**src/rtl/reg_bank_if.sv**
```systemverilog
//------------------------------------------------------------------------------
// Module      : reg_bank_if
// Description : Write/modify and bus-read signal bundle for reg_bank.
// Revision    : 1.0 - initial release
//------------------------------------------------------------------------------
`default_nettype none

interface reg_bank_if #(
  parameter int WIDTH  = 8,
  parameter int ADDR_W = 2
);
  logic              load_n;
  logic [2:0]        op;
  logic [ADDR_W-1:0] wr_addr;
  logic [WIDTH-1:0]  reg_in;
  logic              enable_n;
  logic [ADDR_W-1:0] rd_addr;
  logic [WIDTH-1:0]  reg_out;
  logic              out_en;
  logic              carry;
  logic              zero;

  modport master (
    output load_n, op, wr_addr, reg_in, enable_n, rd_addr,
    input  reg_out, out_en, carry, zero
  );

  modport slave (
    input  load_n, op, wr_addr, reg_in, enable_n, rd_addr,
    output reg_out, out_en, carry, zero
  );
endinterface

`default_nettype wire

```
**src/rtl/reg_bank.sv**
```systemverilog
//------------------------------------------------------------------------------
// Module      : reg_bank
// Description : DEPTH x WIDTH register bank with load/inc/dec/clr write port,
//               carry/zero flags and a registered, zero-when-idle bus read port.
//               Optional SHL/SHR ops enabled by macro REG_BANK_SHIFT_EN.
// Revision    : 1.0 - initial release
//------------------------------------------------------------------------------
`default_nettype none

module reg_bank #(
  parameter int WIDTH = 8,
  parameter int DEPTH = 4
) (
  input  wire logic   clk,
  input  wire logic   rst_n,
  reg_bank_if.slave   bus
);
  localparam int ADDR_W = $clog2(DEPTH);

  localparam logic [2:0] c_OP_LOAD = 3'b000;
  localparam logic [2:0] c_OP_INC  = 3'b001;
  localparam logic [2:0] c_OP_DEC  = 3'b010;
  localparam logic [2:0] c_OP_CLR  = 3'b011;
`ifdef REG_BANK_SHIFT_EN
  localparam logic [2:0] c_OP_SHL  = 3'b100;
  localparam logic [2:0] c_OP_SHR  = 3'b101;
`endif

  logic [WIDTH-1:0] r_bank [DEPTH];
  logic [WIDTH-1:0] r_reg_out;
  logic             r_out_en;
  logic             r_carry;
  logic             r_zero;

  logic [DEPTH-1:0] w_wr_sel;
  logic [DEPTH-1:0] w_rd_sel;
  logic [WIDTH-1:0] w_old;
  logic [WIDTH-1:0] w_rd_data;
  logic [WIDTH-1:0] w_result;
  logic [WIDTH:0]   w_sum;
  logic             w_carry;
  logic             w_exec;
  logic             w_commit;

  // One-hot address decode; out-of-range addresses select nothing.
  for (genvar gi = 0; gi < DEPTH; gi++) begin : g_sel
    assign w_wr_sel[gi] = (bus.wr_addr == ADDR_W'(gi));
    assign w_rd_sel[gi] = (bus.rd_addr == ADDR_W'(gi));
  end

  always_comb begin
    w_old     = '0;
    w_rd_data = '0;
    for (int i = 0; i < DEPTH; i++) begin
      if (w_wr_sel[i]) w_old     = r_bank[i];
      if (w_rd_sel[i]) w_rd_data = r_bank[i];
    end
  end

  always_comb begin
    w_exec   = 1'b1;
    w_result = w_old;
    w_carry  = 1'b0;
    w_sum    = {1'b0, w_old} + (WIDTH+1)'(1);
    case (bus.op)
      c_OP_LOAD: w_result = bus.reg_in;
      c_OP_INC: begin
        w_result = w_sum[WIDTH-1:0];
        w_carry  = w_sum[WIDTH];
      end
      c_OP_DEC: begin
        w_result = w_old - WIDTH'(1);
        w_carry  = (w_old == '0);
      end
      c_OP_CLR:  w_result = '0;
`ifdef REG_BANK_SHIFT_EN
      c_OP_SHL: begin
        w_result = {w_old[WIDTH-2:0], 1'b0};
        w_carry  = w_old[WIDTH-1];
      end
      c_OP_SHR: begin
        w_result = {1'b0, w_old[WIDTH-1:1]};
        w_carry  = w_old[0];
      end
`endif
      default:   w_exec = 1'b0;
    endcase
  end

  assign w_commit = ~bus.load_n & (|w_wr_sel) & w_exec;

  always_ff @(posedge clk or negedge rst_n) begin
    if (!rst_n) begin
      for (int i = 0; i < DEPTH; i++) r_bank[i] <= '0;
    end else begin
      for (int i = 0; i < DEPTH; i++) begin
        if (w_commit && w_wr_sel[i]) r_bank[i] <= w_result;
      end
    end
  end

  always_ff @(posedge clk or negedge rst_n) begin
    if (!rst_n) begin
      r_carry <= 1'b0;
      r_zero  <= 1'b0;
    end else if (w_commit) begin
      r_carry <= w_carry;
      r_zero  <= (w_result == '0);
    end
  end

  // Read samples the pre-write bank, giving read-before-write on collisions.
  always_ff @(posedge clk or negedge rst_n) begin
    if (!rst_n) begin
      r_reg_out <= '0;
      r_out_en  <= 1'b0;
    end else begin
      r_reg_out <= bus.enable_n ? '0 : w_rd_data;
      r_out_en  <= ~bus.enable_n;
    end
  end

  assign bus.reg_out = r_reg_out;
  assign bus.out_en  = r_out_en;
  assign bus.carry   = r_carry;
  assign bus.zero    = r_zero;
endmodule

`default_nettype wire
```
**src/flat_wrapper.sv**
```systemverilog
// flat-port wrapper written by rule: the top's interface ports become plain ports
module reg_bank_flat 
#(
  parameter int WIDTH = 8,
  parameter int DEPTH = 4
)
  (clk, rst_n, bus_load_n, bus_op, bus_wr_addr, bus_reg_in, bus_enable_n, bus_rd_addr, bus_reg_out, bus_out_en, bus_carry, bus_zero);
  reg_bank_if #(.WIDTH(WIDTH)) bus_i ();
  input  wire logic clk;
  input  wire logic rst_n;
  input wire logic [$bits(bus_i.load_n)-1:0] bus_load_n;
  input wire logic [$bits(bus_i.op)-1:0] bus_op;
  input wire logic [$bits(bus_i.wr_addr)-1:0] bus_wr_addr;
  input wire logic [$bits(bus_i.reg_in)-1:0] bus_reg_in;
  input wire logic [$bits(bus_i.enable_n)-1:0] bus_enable_n;
  input wire logic [$bits(bus_i.rd_addr)-1:0] bus_rd_addr;
  output wire logic [$bits(bus_i.reg_out)-1:0] bus_reg_out;
  output wire logic [$bits(bus_i.out_en)-1:0] bus_out_en;
  output wire logic [$bits(bus_i.carry)-1:0] bus_carry;
  output wire logic [$bits(bus_i.zero)-1:0] bus_zero;
  assign bus_i.load_n = bus_load_n;
  assign bus_i.op = bus_op;
  assign bus_i.wr_addr = bus_wr_addr;
  assign bus_i.reg_in = bus_reg_in;
  assign bus_i.enable_n = bus_enable_n;
  assign bus_i.rd_addr = bus_rd_addr;
  assign bus_reg_out = bus_i.reg_out;
  assign bus_out_en = bus_i.out_en;
  assign bus_carry = bus_i.carry;
  assign bus_zero = bus_i.zero;
  reg_bank #(.WIDTH(WIDTH), .DEPTH(DEPTH)) u_core (.clk(clk), .rst_n(rst_n), .bus(bus_i));
endmodule
```
**config.mk**
```make
export PLATFORM = sky130hd
export DESIGN_NAME = reg_bank_flat
export DESIGN_NICKNAME = d
export VERILOG_FILES = /design/src/rtl/reg_bank_if.sv /design/src/rtl/reg_bank.sv /design/src/flat_wrapper.sv
export SDC_FILE = /design/constraint.sdc
export NUM_CORES = 1
export LEC_CHECK = 0
export BUFFER_PORTS_ARGS = -buffer_cell sky130_fd_sc_hd__buf_2
export CAP_MARGIN = 20
export CORE_MARGIN = 5
export CORE_UTILIZATION = 60
export CTS_BUF_LIST = sky130_fd_sc_hd__clkbuf_2 sky130_fd_sc_hd__clkbuf_4 sky130_fd_sc_hd__clkbuf_8
export DETAILED_ROUTE_END_ITERATION = 10
export MAX_ROUTING_LAYER = met4
export PLACE_DENSITY = 0.82
export SLEW_MARGIN = 10
export SYNTH_ARGS = -nofsm -noshare
export SYNTH_HDL_FRONTEND = slang
export SYNTH_SLANG_ARGS = --single-unit
```
**constraint.sdc**
```tcl
create_clock -name clk -period 3.1 [get_ports clk]
set_input_delay 0.31 -clock clk [delete_from_list [all_inputs] [get_ports clk]]
set_output_delay 0.31 -clock clk [all_outputs]
set_load 0.005 [all_outputs]
```
==> results of run 1 <==
sequential cells by signal (all words and copies together), names as in the netlist:
| name | cells |
|---|---|
| u_core.bus.out_en | 1 |
| u_core.bus.reg_out | 8 |
| u_core.bus.carry | 1 |
| u_core.r_bank | 32 |
| u_core.bus.zero | 1 |
cell families after synthesis:
logic type | after synthesis | share of synthesized area [%]
buf+inv | 27 | 4.590
flops | 43 | 42.45
fa+ha+maj | 2 | 0.9870
simple gates | 86 | 16.73
mux | 25 | 18.21
xor+xnor | 2 | 0.6911
compound gates | 64 | 16.34
worst paths after layout:
kind | endpoint | start | depth (start not counted) | slack, ns
setup / recovery | u_core.bus.zero | u_core.r_bank[1] | 9 | 0.24
hold / removal | u_core.r_bank[27] | rst_n | 1 | 0.15
setup reg to reg | u_core.bus.zero | u_core.r_bank[1] | 9 | 0.24
hold reg to reg | u_core.bus.carry | u_core.bus.carry | 2 | 0.48
max in group asynchronous | u_core.bus.reg_out[7] | rst_n | 1 | 2.36
min in group clk | u_core.bus.out_en | bus_enable_n | 2 | 0.26
metrics by stage:
| step | instances | setup slack [ns] | instance area [µm²] | total power [µW] | util (%) |
|---|---|---|---|---|---|
| finish | 331 | 0.2365 | 2860 | 1966 | 70.49 |
| global route | 331 | 0.06705 | 2860 | 2088 | 70.49 |
| CTS | 331 | 0.2492 | 2860 | 1962 | 70.49 |
| detailed placement | 323 | 0.1881 | 2756 | 1560 | 67.93 |
| global placement | 323 | 0.3463 | 2756 | 1545 | 67.93 |
| floorplan | 249 | 0.5724 | 2535 | 1336 | - |
power by group through the flow:
| stage | logic [µW] | registers [µW] | clock network [µW] |
|---|---|---|---|
| floorplan | 526 | 811 | 0 |
| global placement | 709 | 835 | 0 |
| finish | 732 | 843 | 391 |
| detailed placement | 717 | 843 | 0 |
| global route | 800 | 868 | 420 |
| CTS | 727 | 838 | 397 |
area by class of cell:
class | count | area (µm²)
Clock buffer | 7 | 96.34
Fill cell | 312 | 1197
Inverter | 11 | 41.29
Sequential cell | 43 | 1076
Clock inverter | 1 | 7.507
Tap cell | 50 | 62.56
Multi-Input combinational cell | 179 | 1349
Timing Repair Buffer | 40 | 227.7
Yosys cell counts, types with 4 or more instances:
cell type / n / area, µm²
nor2_1: 42 / 157.7
mux4_2: 13 / 292.8
inv_1: 11 / 41.29
mux2i_1: 9 / 90.09
clkbuf_1: 11 / 41.29
and2_1: 8 / 50.05
o21ai_0: 4 / 20.02
and3_1: 4 / 25.02
nand3_1: 5 / 25.02
nor3_1: 5 / 25.02
dfrtp_1: 43 / 1076
a21oi_1: 35 / 175.2
nand2_1: 9 / 33.78
critical path, cell delays in order (launching register included):
cell and delay (ns):
dfrtp_1 0.41, mux4_2 0.56, inv_1 0.09, ha_1 0.24, nand3_1 0.11, o22ai_1 0.30, a21o_1 0.16, a31oi_1 0.07
a221oi_1 0.59, a32o_1 0.27
layer usage:
| metal | vias to the layer above | track usage, % | share of wire (%) |
|---|---|---|---|
| met5 | - | - | 0 |
| met4 | 0 | 10.67 | 3.1 |
| met3 | 14 | 4.139 | 7.4 |
| met2 | 102 | 36.94 | 48 |
| met1 | 1035 | 34.40 | 42 |
| li1 | 974 | - | - |
==> flow_summary.json, run 1 <==
{
  "status": "completed",
  "grt_pass1_vias": 2002,
  "grt.total_usage_pct": 25.01,
  "cts_max_level": 2,
  "synthCells": 249,
  "cap_viol_max_count": 0,
  "insertion_delay_ns": 0.30,
  "maxSlewViolCount": 0,
  "yosysUniqueCellTypes": 49,
  "drtIter0Drc": 205,
  "synth_area_mm2": 0.002535,
  "p_seq_share_pct": 42.9,
  "layout.nets": 301,
  "combPwrFrac_pct": 37.2,
  "grt_antenna_before_repair": 0,
  "syn_nets": 270,
  "wl_per_cell_um": 18.70,
  "post_cts_resized": 0,
  "cp.arrival_ns": 3.09,
  "clkTransAtPathRegs_ns": 0.08,
  "syn_to_final_growth_pct": 12.83,
  "cts_sinks": 43,
  "worstMarginPinSlew_ns": 0.9366,
  "p_per_area_mw_per_mm2": 687.5,
  "final_cell_mix": "dfrtp_1, nor2_1, a21oi_1, buf_2, mux4_2",
  "gp_congestion": 0.9212,
  "antenna_left": 0,
  "synth_edf_count": 0,
  "fin_crit_sh_pct": 92.37,
  "ys_seq_area_share_pct": 42.45,
  "num_vias": 2125,
  "ios": 30,
  "die_h_um": 75,
  "cp_max_fo": 5,
  "numCtsBuffers": 5,
  "via_per_inst": 6.420,
  "start_util_pct": 62.47,
  "hold_path_class": "in -> async",
  "rsz0062_at_grt": "no",
  "synth-async-reset-ratio_pct": 100.0,
  "grt-ovfl-total": 0,
  "coreArea_mm2": 0.004058,
  "setup_tns_ns": 0,
  "fmax_mhz": 349.2,
  "drtPass1Iterations": 5,
  "cts_root_buf": "clkbuf_8",
  "setup_violations": 0,
  "ctsHoldBuffers": 0,
  "slew_headroom_pct": 37.56,
  "fin_worst_skew_ns": 0.008116,
  "cts_tree": "done",
  "cp-start-kind": "flip-flop",
  "n_antenna_cell": 0,
  "p_int_uw": 1262,
  "drive_gt1_share_pct": 24.20,
  "fin_crit_ns": 2.864,
  "syn_avg_cell_area_um2": 10.18,
  "endpoint_kind": "flip-flop",
  "synth_warnings": 0,
  "die_area_mm2": 0.005625,
  "grt_pass1_wl_mm": 10.15,
  "synthFlopType": "dfrtp_1",
  "post_cts_buffers": 0,
  "leakage_uw": 0.001242,
  "netSwitchingFraction_pct": 35.81,
  "dpl.hpwl_mm": 4.446,
  "cp.required_ns": 3.33,
  "rows": 23,
  "drc": 0,
  "grt_max_degree": 44,
  "critPathKind": "reg -> reg",
  "p_clk_share_pct": 19.9,
  "die_x_um": 75,
  "wl_mm": 6.190,
  "whs_ns": 0.1506,
  "ys_ff_latch": 43,
  "port_buffers": 29,
  "clk_path_buf_depth": 2,
  "layout_commonest_cell": "dfrtp_1",
  "p_switching_uw": 704.2,
  "ir_worst_vdd_uv": 534.2,
  "hold_viol": 0
}
Note: power is estimated with default switching activity, not from simulation.
==> run 2: changes to the inputs <==
--- a/config.mk
+++ b/config.mk
@@ -10,3 +10,3 @@
 export CORE_MARGIN = 5
-export CORE_UTILIZATION = 60
+export CORE_UTILIZATION = 43
 export CTS_BUF_LIST = sky130_fd_sc_hd__clkbuf_2 sky130_fd_sc_hd__clkbuf_4 sky130_fd_sc_hd__clkbuf_8
@@ -14,3 +14,2 @@
 export MAX_ROUTING_LAYER = met4
-export PLACE_DENSITY = 0.82
 export SLEW_MARGIN = 10
--- a/constraint.sdc
+++ b/constraint.sdc
@@ -3,2 +3,2 @@
 set_output_delay 0.31 -clock clk [all_outputs]
-set_load 0.005 [all_outputs]
+set_load 0.1 [all_outputs]
==> run 2 against run 1 <==
  * Hold slack better by 0.0079 ns
  * Non-clock buffer count is 1 lower
  * Core utilization is 21 points lower
  * Critical path type unchanged
  * Critical path depth is 1 higher
  * Fmax is 7.8% higher
  * Global-route usage is 6.6 points lower
  * First-iteration DRC count is 18% lower
  * Largest cell class unchanged
  * Clock-buffer cell count is 2 lower
  * Power is 5.9% higher
  * Clock power is 15% lower
  * Setup slack better by 0.21 ns
==> flow_summary.json, run 2 (synthesis results as in run 1) <==
{
  "fin_worst_skew_ns": 0.009381,
  "die_h_um": 86.78,
  "cp-start-kind": "flip-flop",
  "hold_path_class": "in -> async",
  "reg2regPathDepth": 10,
  "ios": 30,
  "p_seq_share_pct": 40.5,
  "largest_reg_flops": 32,
  "start_util_pct": 43.59,
  "grt_max_degree": 44,
  "grt_pass1_vias": 1915,
  "endpoint_kind": "flip-flop",
  "worstMarginPinSlew_ns": 0.9478,
  "regMostFlops": "u_core.r_bank",
  "grt.total_usage_pct": 18.43,
  "antenna_left": 0,
  "num_vias": 2052,
  "drtIter0Drc": 169,
  "post_cts_buffers": 0,
  "clk_path_buf_depth": 2,
  "leakage_uw": 0.001221,
  "setup_tns_ns": 0,
  "setup_violations": 0,
  "clkTransAtPathRegs_ns": 0.08,
  "netSwitchingFraction_pct": 41.57,
  "wl_per_cell_um": 18.10,
  "cp.arrival_ns": 2.83,
  "ctsHoldBuffers": 0,
  "cts_root_buf": "clkbuf_8",
  "cp.required_ns": 3.27,
  "p_per_area_mw_per_mm2": 729.3,
  "post_cts_resized": 0,
  "status": "completed",
  "port_buffers": 29,
  "rsz0062_at_grt": "no",
  "combPwrFrac_pct": 43.5,
  "wl_mm": 6.388,
  "critPathKind": "reg -> reg",
  "syn_to_final_growth_pct": 12.69,
  "p_int_uw": 1217,
  "cts_sinks": 43,
  "r2r_end": "u_core.r_bank[6]",
  "maxSlewViolCount": 0,
  "die_area_mm2": 0.007531,
  "drive_gt1_share_pct": 23.38,
  "insertion_delay_ns": 0.29,
  "hold_viol": 0,
  "cap_viol_max_count": 0,
  "layout_commonest_cell": "dfrtp_1",
  "via_per_inst": 5.813,
  "gp_congestion": 0.8996,
  "fmax_mhz": 376.4,
  "grt_pass1_wl_mm": 10.22,
  "drc": 0,
  "grt_antenna_before_repair": 0,
  "ir_worst_vdd_uv": 377.9,
  "n_antenna_cell": 0,
  "coreArea_mm2": 0.005816,
  "numCtsBuffers": 5,
  "cts_max_level": 2,
  "fin_crit_ns": 2.657,
  "finalNonFillerCells": 353,
  "cts_tree": "done",
  "layout.nets": 300,
  "rows": 28,
  "grt-ovfl-total": 0,
  "finalPower_uw": 2083,
  "p_clk_share_pct": 16.0,
  "dp_cells": 347,
  "final_cell_mix": "dfrtp_1, nor2_1, a21oi_1, buf_2, mux4_2",
  "die_x_um": 86.78,
  "worstReg2RegStart": "u_core.r_bank[0]",
  "dpl.hpwl_mm": 4.631,
  "slew_headroom_pct": 36.81,
  "p_switching_uw": 866.1,
  "fin_crit_sh_pct": 85.70,
  "cp_max_fo": 6,
  "drtPass1Iterations": 6,
  "reg2reg_setup_slack_ns": 0.44
}
==> run 2: changes by cell type in the layout (fill, tap and decap cells not counted) <==
cell      delta
buf_4        -1
clkbuf_8     -2
==> run 2: how the worst max path moves through the flow <==
stage,startpoint,end,slack [ns],depth (start not counted)
2_1_floorplan,bus_wr_addr[0],u_core.bus.zero,0.57,10
3_3_place_gp,bus_wr_addr[0],u_core.bus.zero,0.36,9
3_5_place_dp,bus_wr_addr[0],u_core.bus.zero,0.33,9
4_1_cts,u_core.r_bank[0],u_core.r_bank[6],0.45,10
5_1_grt,u_core.r_bank[0],u_core.r_bank[6],0.28,10
6_report,u_core.r_bank[0],u_core.r_bank[6],0.44,10
==> run 2: layer usage <==
metal	track usage [%]	part of all wire [%]	routed length (µm)
met5	-	0	0
met3	3.137	5.6	357
met1	25.89	47	2975
met4	4.958	0.66	42
met2	27.67	47	3013
==> run 2: stage by stage <==
stage	utilization, %	setup WS [ns]	cell area [µm²]	hold slack [ns]
after floorplan	-	0.5697	2535	0.01441
after global placement	47.81	0.3587	2780	0.4722
after detailed placement	47.81	0.3320	2780	0.4670
after CTS	49.12	0.4466	2856	0.1891
after global routing	49.12	0.2808	2856	0.2379
final	49.12	0.4432	2856	0.1585
==> run 2: power by group through the flow <==
stage	registers (µW)	clock network (µW)	logic, µW
floorplan	980	0	526
global placement	844	0	898
detailed placement	850	0	904
CTS	840	347	908
global route	862	364	984
finish	843	333	907
==> run 2: layout make-up <==
class	count	area [µm²]
Clock buffer	5	68.82
Clock inverter	1	7.507
Fill cell	587	2959
Inverter	11	41.29
Multi-Input combinational cell	179	1349
Sequential cell	43	1076
Tap cell	75	93.84
Timing Repair Buffer	39	220.2
==> run 2: critical path: stages, from the launching register on <==
cell and delay, ns:
dfrtp_1 0.41, mux4_2 0.59, inv_1 0.10, ha_1 0.24
nand3_1 0.10, o22ai_1 0.32, a21o_1 0.16, a31oi_1 0.06
a221oi_1 0.28, buf_4 0.20, a21oi_1 0.06
